<file path="config.mk">
export PLATFORM = sky130hd
export DESIGN_NAME = rank_insert_arbiter
export DESIGN_NICKNAME = d
export VERILOG_FILES = /design/src/rtl/rank_arb_pkg.sv /design/src/rtl/rr_pick.sv /design/src/rtl/rank_insert_arbiter.sv
export SDC_FILE = /design/constraint.sdc
export NUM_CORES = 1
export LEC_CHECK = 0
export ABC_CLOCK_PERIOD_IN_PS = 2400
export BUFFER_PORTS_ARGS = -buffer_cell sky130_fd_sc_hd__buf_4
export CORE_AREA = 2 2 149 151
export DETAILED_ROUTE_END_ITERATION = 8
export DIE_AREA = 0 0 151 153
export RECOVER_POWER = 100
export SYNTH_ARGS = -nofsm -noshare
export SYNTH_HDL_FRONTEND = slang
export SYNTH_HIERARCHICAL = 1
export SYNTH_SLANG_ARGS = --single-unit
</file>
<file path="constraint.sdc">
create_clock -name clk -period 2.4 [get_ports clk]
set_input_delay 0.48 -clock clk [delete_from_list [all_inputs] [get_ports clk]]
set_output_delay 0.48 -clock clk [all_outputs]
set_load 0.01 [all_outputs]
</file>
<file path="src/rtl/rank_arb_pkg.sv">
// Shared types and constants for the rank insert arbiter.
package rank_arb_pkg;

    typedef enum logic {
        IDLE  = 1'b0,
        SERVE = 1'b1
    } arb_state_t;

    localparam int DROP_CNT_WIDTH = 16;
    localparam int STAT_CNT_WIDTH = 32;

    // Index width that stays legal for a single-entry vector.
    function automatic int idx_w(input int n);
        return (n > 1) ? $clog2(n) : 1;
    endfunction

endpackage

</file>
<file path="src/rtl/rr_pick.sv">
// Combinational round-robin picker: first set bit at or after ptr, wrapping upward.
module rr_pick
    import rank_arb_pkg::*;
#(
    parameter  int N  = 4,
    localparam int IW = idx_w(N)
) (
    input  logic [N-1:0]  req,
    input  logic [IW-1:0] ptr,
    output logic          found,
    output logic [IW-1:0] idx
);

    int c;

    // Scan from the farthest offset down so the nearest candidate wins last.
    always_comb begin
        found = 1'b0;
        idx   = '0;
        c     = 0;
        for (int k = N - 1; k >= 0; k--) begin
            c = int'(ptr) + k;
            if (c >= N) c = c - N;
            if (req[c]) begin
                found = 1'b1;
                idx   = IW'(c);
            end
        end
    end

endmodule

</file>
<file path="src/rtl/rank_insert_arbiter.sv">
// Round-robin arbiter feeding one shared rank block, with zero-latency PIFO forwarding.
// Optional per-requester accept counters are built when ARB_STATS_EN is defined.
module rank_insert_arbiter
    import rank_arb_pkg::*;
#(
    parameter int NUM_REQ       = 4,
    parameter int FLOW_ID_WIDTH = 16,
    parameter int META_WIDTH    = 16,
    parameter int RANK_WIDTH    = 16,
    parameter int MAX_NUM_FLOWS = 4,
    parameter int BURST_LEN     = 4
) (
    input  logic                                clk,
    input  logic                                rst,
    input  logic [NUM_REQ-1:0]                  req_valid,
    output logic [NUM_REQ-1:0]                  req_ready,
    input  logic [NUM_REQ*FLOW_ID_WIDTH-1:0]    req_flow_id,
    input  logic [NUM_REQ*META_WIDTH-1:0]       req_meta,
    input  logic                                rank_busy,
    output logic                                rank_insert,
    output logic [FLOW_ID_WIDTH-1:0]            rank_flow_id,
    output logic [META_WIDTH-1:0]               rank_meta,
    input  logic                                rank_valid,
    input  logic [RANK_WIDTH-1:0]               rank_rank,
    input  logic [META_WIDTH-1:0]               rank_meta_in,
    output logic                                rank_remove,
    output logic                                out_valid,
    input  logic                                out_ready,
    output logic [RANK_WIDTH-1:0]               out_rank,
    output logic [META_WIDTH-1:0]               out_meta,
    output logic [DROP_CNT_WIDTH-1:0]           drop_cnt,
    output logic [NUM_REQ*STAT_CNT_WIDTH-1:0]   stat_accept_cnt
);

    localparam int IW = idx_w(NUM_REQ);
    localparam int BW = idx_w(BURST_LEN);

    arb_state_t          state, state_n;
    logic [IW-1:0]       grant, rr_ptr, grant_inc, pick_idx;
    logic [BW-1:0]       burst_cnt;
    logic                pick_found, accept, flow_ok, leave;
    logic [FLOW_ID_WIDTH-1:0] flow_arr [NUM_REQ];
    logic [META_WIDTH-1:0]    meta_arr [NUM_REQ];

    for (genvar g = 0; g < NUM_REQ; g++) begin : g_slice
        assign flow_arr[g] = req_flow_id[g*FLOW_ID_WIDTH +: FLOW_ID_WIDTH];
        assign meta_arr[g] = req_meta[g*META_WIDTH +: META_WIDTH];
    end

    rr_pick #(.N(NUM_REQ)) u_pick (
        .req   (req_valid),
        .ptr   (rr_ptr),
        .found (pick_found),
        .idx   (pick_idx)
    );

    assign rank_flow_id = flow_arr[grant];
    assign rank_meta    = meta_arr[grant];
    assign flow_ok      = rank_flow_id < FLOW_ID_WIDTH'(MAX_NUM_FLOWS);
    assign grant_inc    = (grant == IW'(NUM_REQ - 1)) ? '0 : grant + 1'b1;
    assign rank_insert  = accept && flow_ok;

    // A busy rank block freezes the grant: no counting and no release.
    always_comb begin
        state_n   = state;
        req_ready = '0;
        accept    = 1'b0;
        leave     = 1'b0;
        case (state)
            IDLE: if (pick_found) state_n = SERVE;
            SERVE: begin
                req_ready[grant] = !rank_busy;
                accept = req_valid[grant] && !rank_busy;
                leave  = !rank_busy && (!req_valid[grant] ||
                         (accept && burst_cnt == BW'(BURST_LEN - 1)));
                if (leave) state_n = IDLE;
            end
            default: state_n = IDLE;
        endcase
    end

    always_ff @(posedge clk) begin
        if (rst) begin
            state     <= IDLE;
            grant     <= '0;
            rr_ptr    <= '0;
            burst_cnt <= '0;
            drop_cnt  <= '0;
        end else begin
            state <= state_n;
            if (state == IDLE) begin
                burst_cnt <= '0;
                if (pick_found) grant <= pick_idx;
            end
            if (accept) burst_cnt <= burst_cnt + 1'b1;
            if (leave) rr_ptr <= grant_inc;
            if (accept && !flow_ok && drop_cnt != '1) drop_cnt <= drop_cnt + 1'b1;
        end
    end

    assign out_valid   = rank_valid;
    assign out_rank    = rank_rank;
    assign out_meta    = rank_meta_in;
    assign rank_remove = rank_valid && out_ready;

`ifdef ARB_STATS_EN
    logic [NUM_REQ-1:0][STAT_CNT_WIDTH-1:0] stat_q;

    // Dropped requests count too: they were still accepted from the requester.
    always_ff @(posedge clk) begin
        if (rst) begin
            stat_q <= '0;
        end else begin
            for (int i = 0; i < NUM_REQ; i++)
                if (accept && grant == IW'(i)) stat_q[i] <= stat_q[i] + 1'b1;
        end
    end

    assign stat_accept_cnt = stat_q;
`else
    assign stat_accept_cnt = '0;
`endif

endmodule
</file>
==> results.toml, run 1 <==
[synthesis]
ys_seq_area_share_pct = 13.1
synth_enable_flop_cells = 0
ys_types = 37
netlist_area_mm2 = 0.00352
syn-mean-instance-area_um2 = 9.31
syn_inst = 378
ys_ff_latch = 23
synthArstFlopShare_pct = 0
synth_flop_cell = "dfxtp_1"
ys_warn_count = 6

[run]
max_cap_viol_count = 0

[power_and_ir_drop]
power_mw = 1.48
peakVddDrop_v = 0.000208
power-per-cell-area_mw_per_mm2 = 300
cellLeakagePower_nw = 2.15

[cells_and_area]
nets = 726
post-route-util_pct = 23.0
diodes = 0
fillers = 2376
drive_gt1_share_pct = 48.9
area_delta_synth_final_pct = 40.5
design_area_mm2 = 0.00494

[floorplan]
dieArea_mm2 = 0.0231
die_h_um = 153
io_pins = 384
die_x_um = 151
core_area_mm2 = 0.0215
rows = 54
start_util_pct = 16.4

[global_routing]
grt_max_degree = 32
antenna_found_initial = 0
grt_pass1_wl_um = 16400
grt_pass1_vias = 2885
grt_util_all_layers_pct = 9.24
gr-total-overflow = 0

[detailed_routing]
first_pass_iters = 4
viasPerCell = 3.66
ant_nets = 0
drt-total-wl_um = 12000
drc = 0
wl_per_cell_um = 14.4
vias = 3037
drt_iter0_drc = 115

[clock_network]
cts_tree = "built"
cts.sinks = 23
cts_root_buffer = "clkbuf_16"
htree_levels = 1
clk_latency_ps = 270
cts-hold-fix-buffers = 0
cts_buffers = 3
ctsLongestPathBuffers = 2
cts.clk_slew.worst_paths_ps = 70

[status]
status = "finished with violations"
violations = "setup timing"

[timing]
report.final.slew_viol_count = 0
final.period_utilization_pct = 112
hold_viol_final = 0
rsz0062_at_grt = "true"
fin_worst_skew_ps = 6.06
fin_hold_ws_ps = 505
fmax_mhz = 373
setup_viol = 9
period_minus_slack_ps = 2680
fin_ws_ps = -282

[critical_path]
critPathLaunchType = "flip-flop"
cp-endpoint = "rank_insert"
worstReg2RegStart = "grant[0]"
worstSetupPathType = "flip-flop to output pin"
cp_data_required_time_ps = 1920
r2r_setup_slack_ps = -50
critPathArrivalTime_ps = 2200
reg2reg_depth = 9
cp-end-kind = "output pin"
startpoint = "grant[0]"
cp_max_fo = 5
r2r_end = "drop_cnt[7]"

[placed_design]
dpl_cell_area_mm2 = 0.00464
post-place-ws_ps = -122
hpwl_um = 9960
gp_congestion = 0.753
io_buffer_count = 191

[hold_path]
hold_path_class = "flip-flop to flip-flop"
-- cells in the mapped netlist (6+ instances only) --
| cell | count | area [um^2] |
|---|---|---|
| mux4_2 | 33 | 743 |
| nand4_1 | 7 | 43.8 |
| clkbuf_1 | 6 | 22.5 |
| or4_1 | 6 | 45.0 |
| nand2b_1 | 7 | 43.8 |
| ha_1 | 6 | 75.1 |
| nor2b_1 | 11 | 68.8 |
| nand2_1 | 8 | 30.0 |
| and2_1 | 7 | 43.8 |
| buf_4 | 162 | 1220 |
| nor2_1 | 27 | 101 |
| a21oi_1 | 10 | 50.1 |
| mux2_4 | 8 | 120 |
| dfxtp_1 | 23 | 460 |
-- final cells by class --
cell class	count	area, um^2	share of cell area, %
repair buffers	219	1700	34.3
flip-flops and latches	23	465	9.42
clock buffers	3	75.1	1.52
multi-input cells	300	2330	47.2
inverters	4	15.0	0.304
clock inverters	1	7.51	0.152
well taps	280	350	7.09
-- power breakdown --
| group | internal (mW) | switching (mW) |
|---|---|---|
| Clock | 0.227 | 0.163 |
| Combinational | 0.369 | 0.323 |
| Sequential | 0.388 | 0.0111 |
| Total | 0.984 | 0.497 |
-- registers in the layout, indices dropped and copies added, names as in the netlist --
register and cells:
state 1, drop_cnt 16, burst_cnt 2, rr_ptr 2
grant 2
-- cells by family after synthesis --
kind of cell	count (synthesis)	synth area share, %
AO/OA/AOI/OAI	20	3.77
XOR/XNOR	1	0.249
adder cells (fa/ha/maj)	6	2.13
buffers and inverters	182	37.9
flip-flops	23	13.1
multiplexers	46	26.0
other	1	0.107
AND/OR/NAND/NOR	99	16.8
-- cell usage in the layout, fill, tap and decap left out, types with 3 or more instances in the layout --
| cell type | count |
|---|---|
| nor2_1 | 27 |
| nand2_1 | 7 |
| ha_1 | 6 |
| dfxtp_1 | 21 |
| a21oi_1 | 8 |
| clkbuf_1 | 19 |
| nand4_1 | 7 |
| nor2b_1 | 10 |
| conb_1 | 128 |
| o31ai_1 | 5 |
| nor4_4 | 6 |
| mux2_4 | 8 |
| and2_1 | 7 |
| buf_4 | 188 |
| buf_12 | 4 |
| mux2i_1 | 5 |
| nand2b_1 | 7 |
| mux4_2 | 33 |
| or4_1 | 4 |
| clkbuf_16 | 6 |
| buf_6 | 4 |
| nand3_1 | 4 |
| nor3_1 | 3 |
-- metrics by stage --
stage               cells  TNS, ps
floorplan             505    -44.9
global placement      814     -667
detailed placement    814     -551
CTS                   819     -616
global route          830    -1590
finish                830     -581
-- worst min path at each step --
stage / from / end / cells past startpoint / slack, ps
floorplan: burst_cnt[1] / burst_cnt[1] / 2 / 470
global placement: burst_cnt[1] / burst_cnt[1] / 2 / 480
detailed placement: drop_cnt[15] / drop_cnt[15] / 2 / 490
CTS: drop_cnt[15] / drop_cnt[15] / 2 / 510
global route: burst_cnt[1] / burst_cnt[1] / 2 / 540
finish: burst_cnt[1] / burst_cnt[1] / 2 / 510
-- critical path, stage by stage (launching register included) --
cell and delay [ps]:
dfxtp_4 380, buf_12 130, buf_8 110, mux4_2 540, nor4_4 290, and4_4 250
nor2b_4 140, buf_6 100
-- per-layer routing --
metal	vias to the layer above	global-route usage (%)	wire, um
li1	1388	-	-
met1	1452	10.9	4530
met2	173	16.5	6410
met3	24	2.12	816
met4	0	2.80	234
met5	-	0	0
-- what timing repair did --
action,4_1_cts,5_1_grt
gates resized for setup,4,23
cloned,0,3
hold endpoints to repair,0,0
endpoints found under the setup margin,9,17
pin swaps,1,11
setup buffers,1,8
Power figures use the tool's default switching activity.
==> run 2, diff against run 1 <==
ABC_AREA = 1   (was default)
CORE_AREA = 2 2 151 153   (was 2 2 149 151)
DIE_AREA = 0 0 153 155   (was 0 0 151 153)
==> results.toml, run 2 <==
[status]
status = "completed"

[clock_network]
cts_tree = "built"
cts.sinks = 23
clk_latency_ps = 260
cts_root_buffer = "clkbuf_16"
cts.clk_slew.worst_paths_ps = 60
htree_levels = 1
cts_buffers = 3
ctsLongestPathBuffers = 2
cts-hold-fix-buffers = 0

[synthesis]
syn-mean-instance-area_um2 = 5.89
synth_top_area_cell = "buf_4"
syn_inst = 652
ys_warn_count = 6
synthArstFlopShare_pct = 0
yosys-top-cells-count = "buf_4, nand2_1, nor2_1"
netlist_area_mm2 = 0.00384
ys_types = 29
netlist_top_cells_area = "buf_4, nand2_1, dfxtp_1"
ys_ff_latch = 23
synth_enable_flop_cells = 0
synth_top_area_share_pct = 31.9
ys_seq_area_share_pct = 12.0
synth_flop_cell = "dfxtp_1"
synth.most_common_cell = "buf_4"

[placed_design]
gp_congestion = 0.817
dpl_cell_area_mm2 = 0.00483
hpwl_um = 10300
dp.cells = 1078
io_buffer_count = 191

[power_and_ir_drop]
cellLeakagePower_nw = 2.43
peakVddDrop_v = 0.000223
power-per-cell-area_mw_per_mm2 = 397

[detailed_routing]
first_pass_iters = 4
wl_per_cell_um = 11.8
drc = 0
viasPerCell = 3.87
vias = 4188
drt-total-wl_um = 12800
drt_iter0_drc = 147
ant_nets = 0

[global_routing]
antenna_found_initial = 0
grt_util_all_layers_pct = 9.93
grt_max_degree = 37
gr-total-overflow = 0
grt_pass1_wl_um = 19300
grt_pass1_vias = 3767

[cells_and_area]
final_cells = 1083
post-route-util_pct = 21.6
final_cell_mix = "buf_4, nand2_1, conb_1"
largest_register_ffs = 16
final_common_cell = "buf_4"
multiInputGateArea_mm2 = 0.00233
diodes = 0
nets = 974
register_area_um2 = 465
area_delta_synth_final_pct = 25.2
fillers = 2598
drive_gt1_share_pct = 22.8
regMostFlops = "drop_cnt"
design_area_mm2 = 0.00481

[floorplan]
io_pins = 384
core_area_mm2 = 0.0222
rows = 55
dieArea_mm2 = 0.0237
die_h_um = 155
start_util_pct = 17.3
die_x_um = 153

[timing]
period_minus_slack_ps = 2280
tightestPinTransition_ps = 676
final.period_utilization_pct = 94.8
setup_viol = 0
hold_viol_final = 0
fmax_mhz = 440
rsz0062_at_grt = "false"
fin_tns_setup_ps = 0
fin_hold_ws_ps = 456
fin_worst_skew_ps = 3.16
relSlewSlack_pct = 54.9
report.final.slew_viol_count = 0

[critical_path]
cp_max_fo = 36
startpoint = "grant[0]"
worstReg2RegStart = "grant[1]"
cp_data_required_time_ps = 1920
worstSetupPathType = "flip-flop to output pin"
critPathArrivalTime_ps = 1800
cp-end-kind = "output pin"
critPathLaunchType = "flip-flop"
cp_slowest_cell = "buf_4"
r2r_setup_slack_ps = 310
critPathTopFamily = "buffers and inverters"
crit_chain = "inv_6, buf_4, o21ai_0, o22ai_1, clkbuf_1"
cpPeakStageDelay_ps = 390
cp.buffers_inverters = 3

[hold_path]
hp-start = "burst_cnt[0]"
hold_path_class = "flip-flop to flip-flop"

[run]
max_cap_viol_count = 0
==> run 2: area by class of cell <==
cell class              instances  share of cell area (%)
multi-input cells             521                    48.6
flip-flops and latches         23                    9.68
clock buffers                   4                    1.64
inverters                      47                    3.85
repair buffers                203                    28.8
well taps                     285                    7.42
==> run 2: what timing repair did <==
action / in CTS / in global routing
gates resized for setup: 7 / 12
setup endpoints to repair: 7 / 5
pin swaps: 0 / 2
setup buffers: 0 / 1
==> run 2: worst register-to-register path: cells and delay by family, from the launching register on <==
kind	cells	cell delay, ps
AND/OR/NAND/NOR	8	680
AO/OA/AOI/OAI	1	530
buffers and inverters	2	400
flip-flops	1	380
==> run 2: logic make-up (layout without fill, tap and decap cells) <==
family                   Yosys count  in the layout  synth area share [%]
flip-flops                        23             23                  12.0
other                              1            128                0.0977
AO/OA/AOI/OAI                     83             83                  11.9
buffers and inverters            235            254                  40.0
AND/OR/NAND/NOR                  291            291                  31.1
XOR/XNOR                          13             13                  2.97
adder cells (fa/ha/maj)            6              6                  1.95
==> run 2: layer usage <==
| layer | share of wire, % | vias to the layer above | track usage, % |
|---|---|---|---|
| li1 | - | 2069 | - |
| met5 | 0 | - | 0 |
| met4 | 1.5 | 0 | 2.29 |
| met2 | 53 | 216 | 19.3 |
| met3 | 7.3 | 19 | 1.75 |
| met1 | 38 | 1884 | 11.2 |
==> run 2: power by group <==
part           total, mW  internal (mW)  switching (mW)  leakage [nW]
Clock              0.371          0.227           0.144        0.0382
Combinational       1.12          0.433           0.684          2.20
Sequential         0.422          0.398          0.0242         0.188
==> run 2: worst paths after layout <==
kind / cells past startpoint / to
min: 1 / burst_cnt[0]
min reg2reg: 1 / burst_cnt[0]
max reg2reg: 11 / drop_cnt[0]
max: 5 / rank_flow_id[1]
==> run 2: per-stage QoR <==
step	worst slack (ps)	total power [mW]
after floorplan	270	1.28
after global placement	101	1.60
after detailed placement	117	1.61
after CTS	5.91	1.99
after global routing	15.5	2.08
final	125	1.91
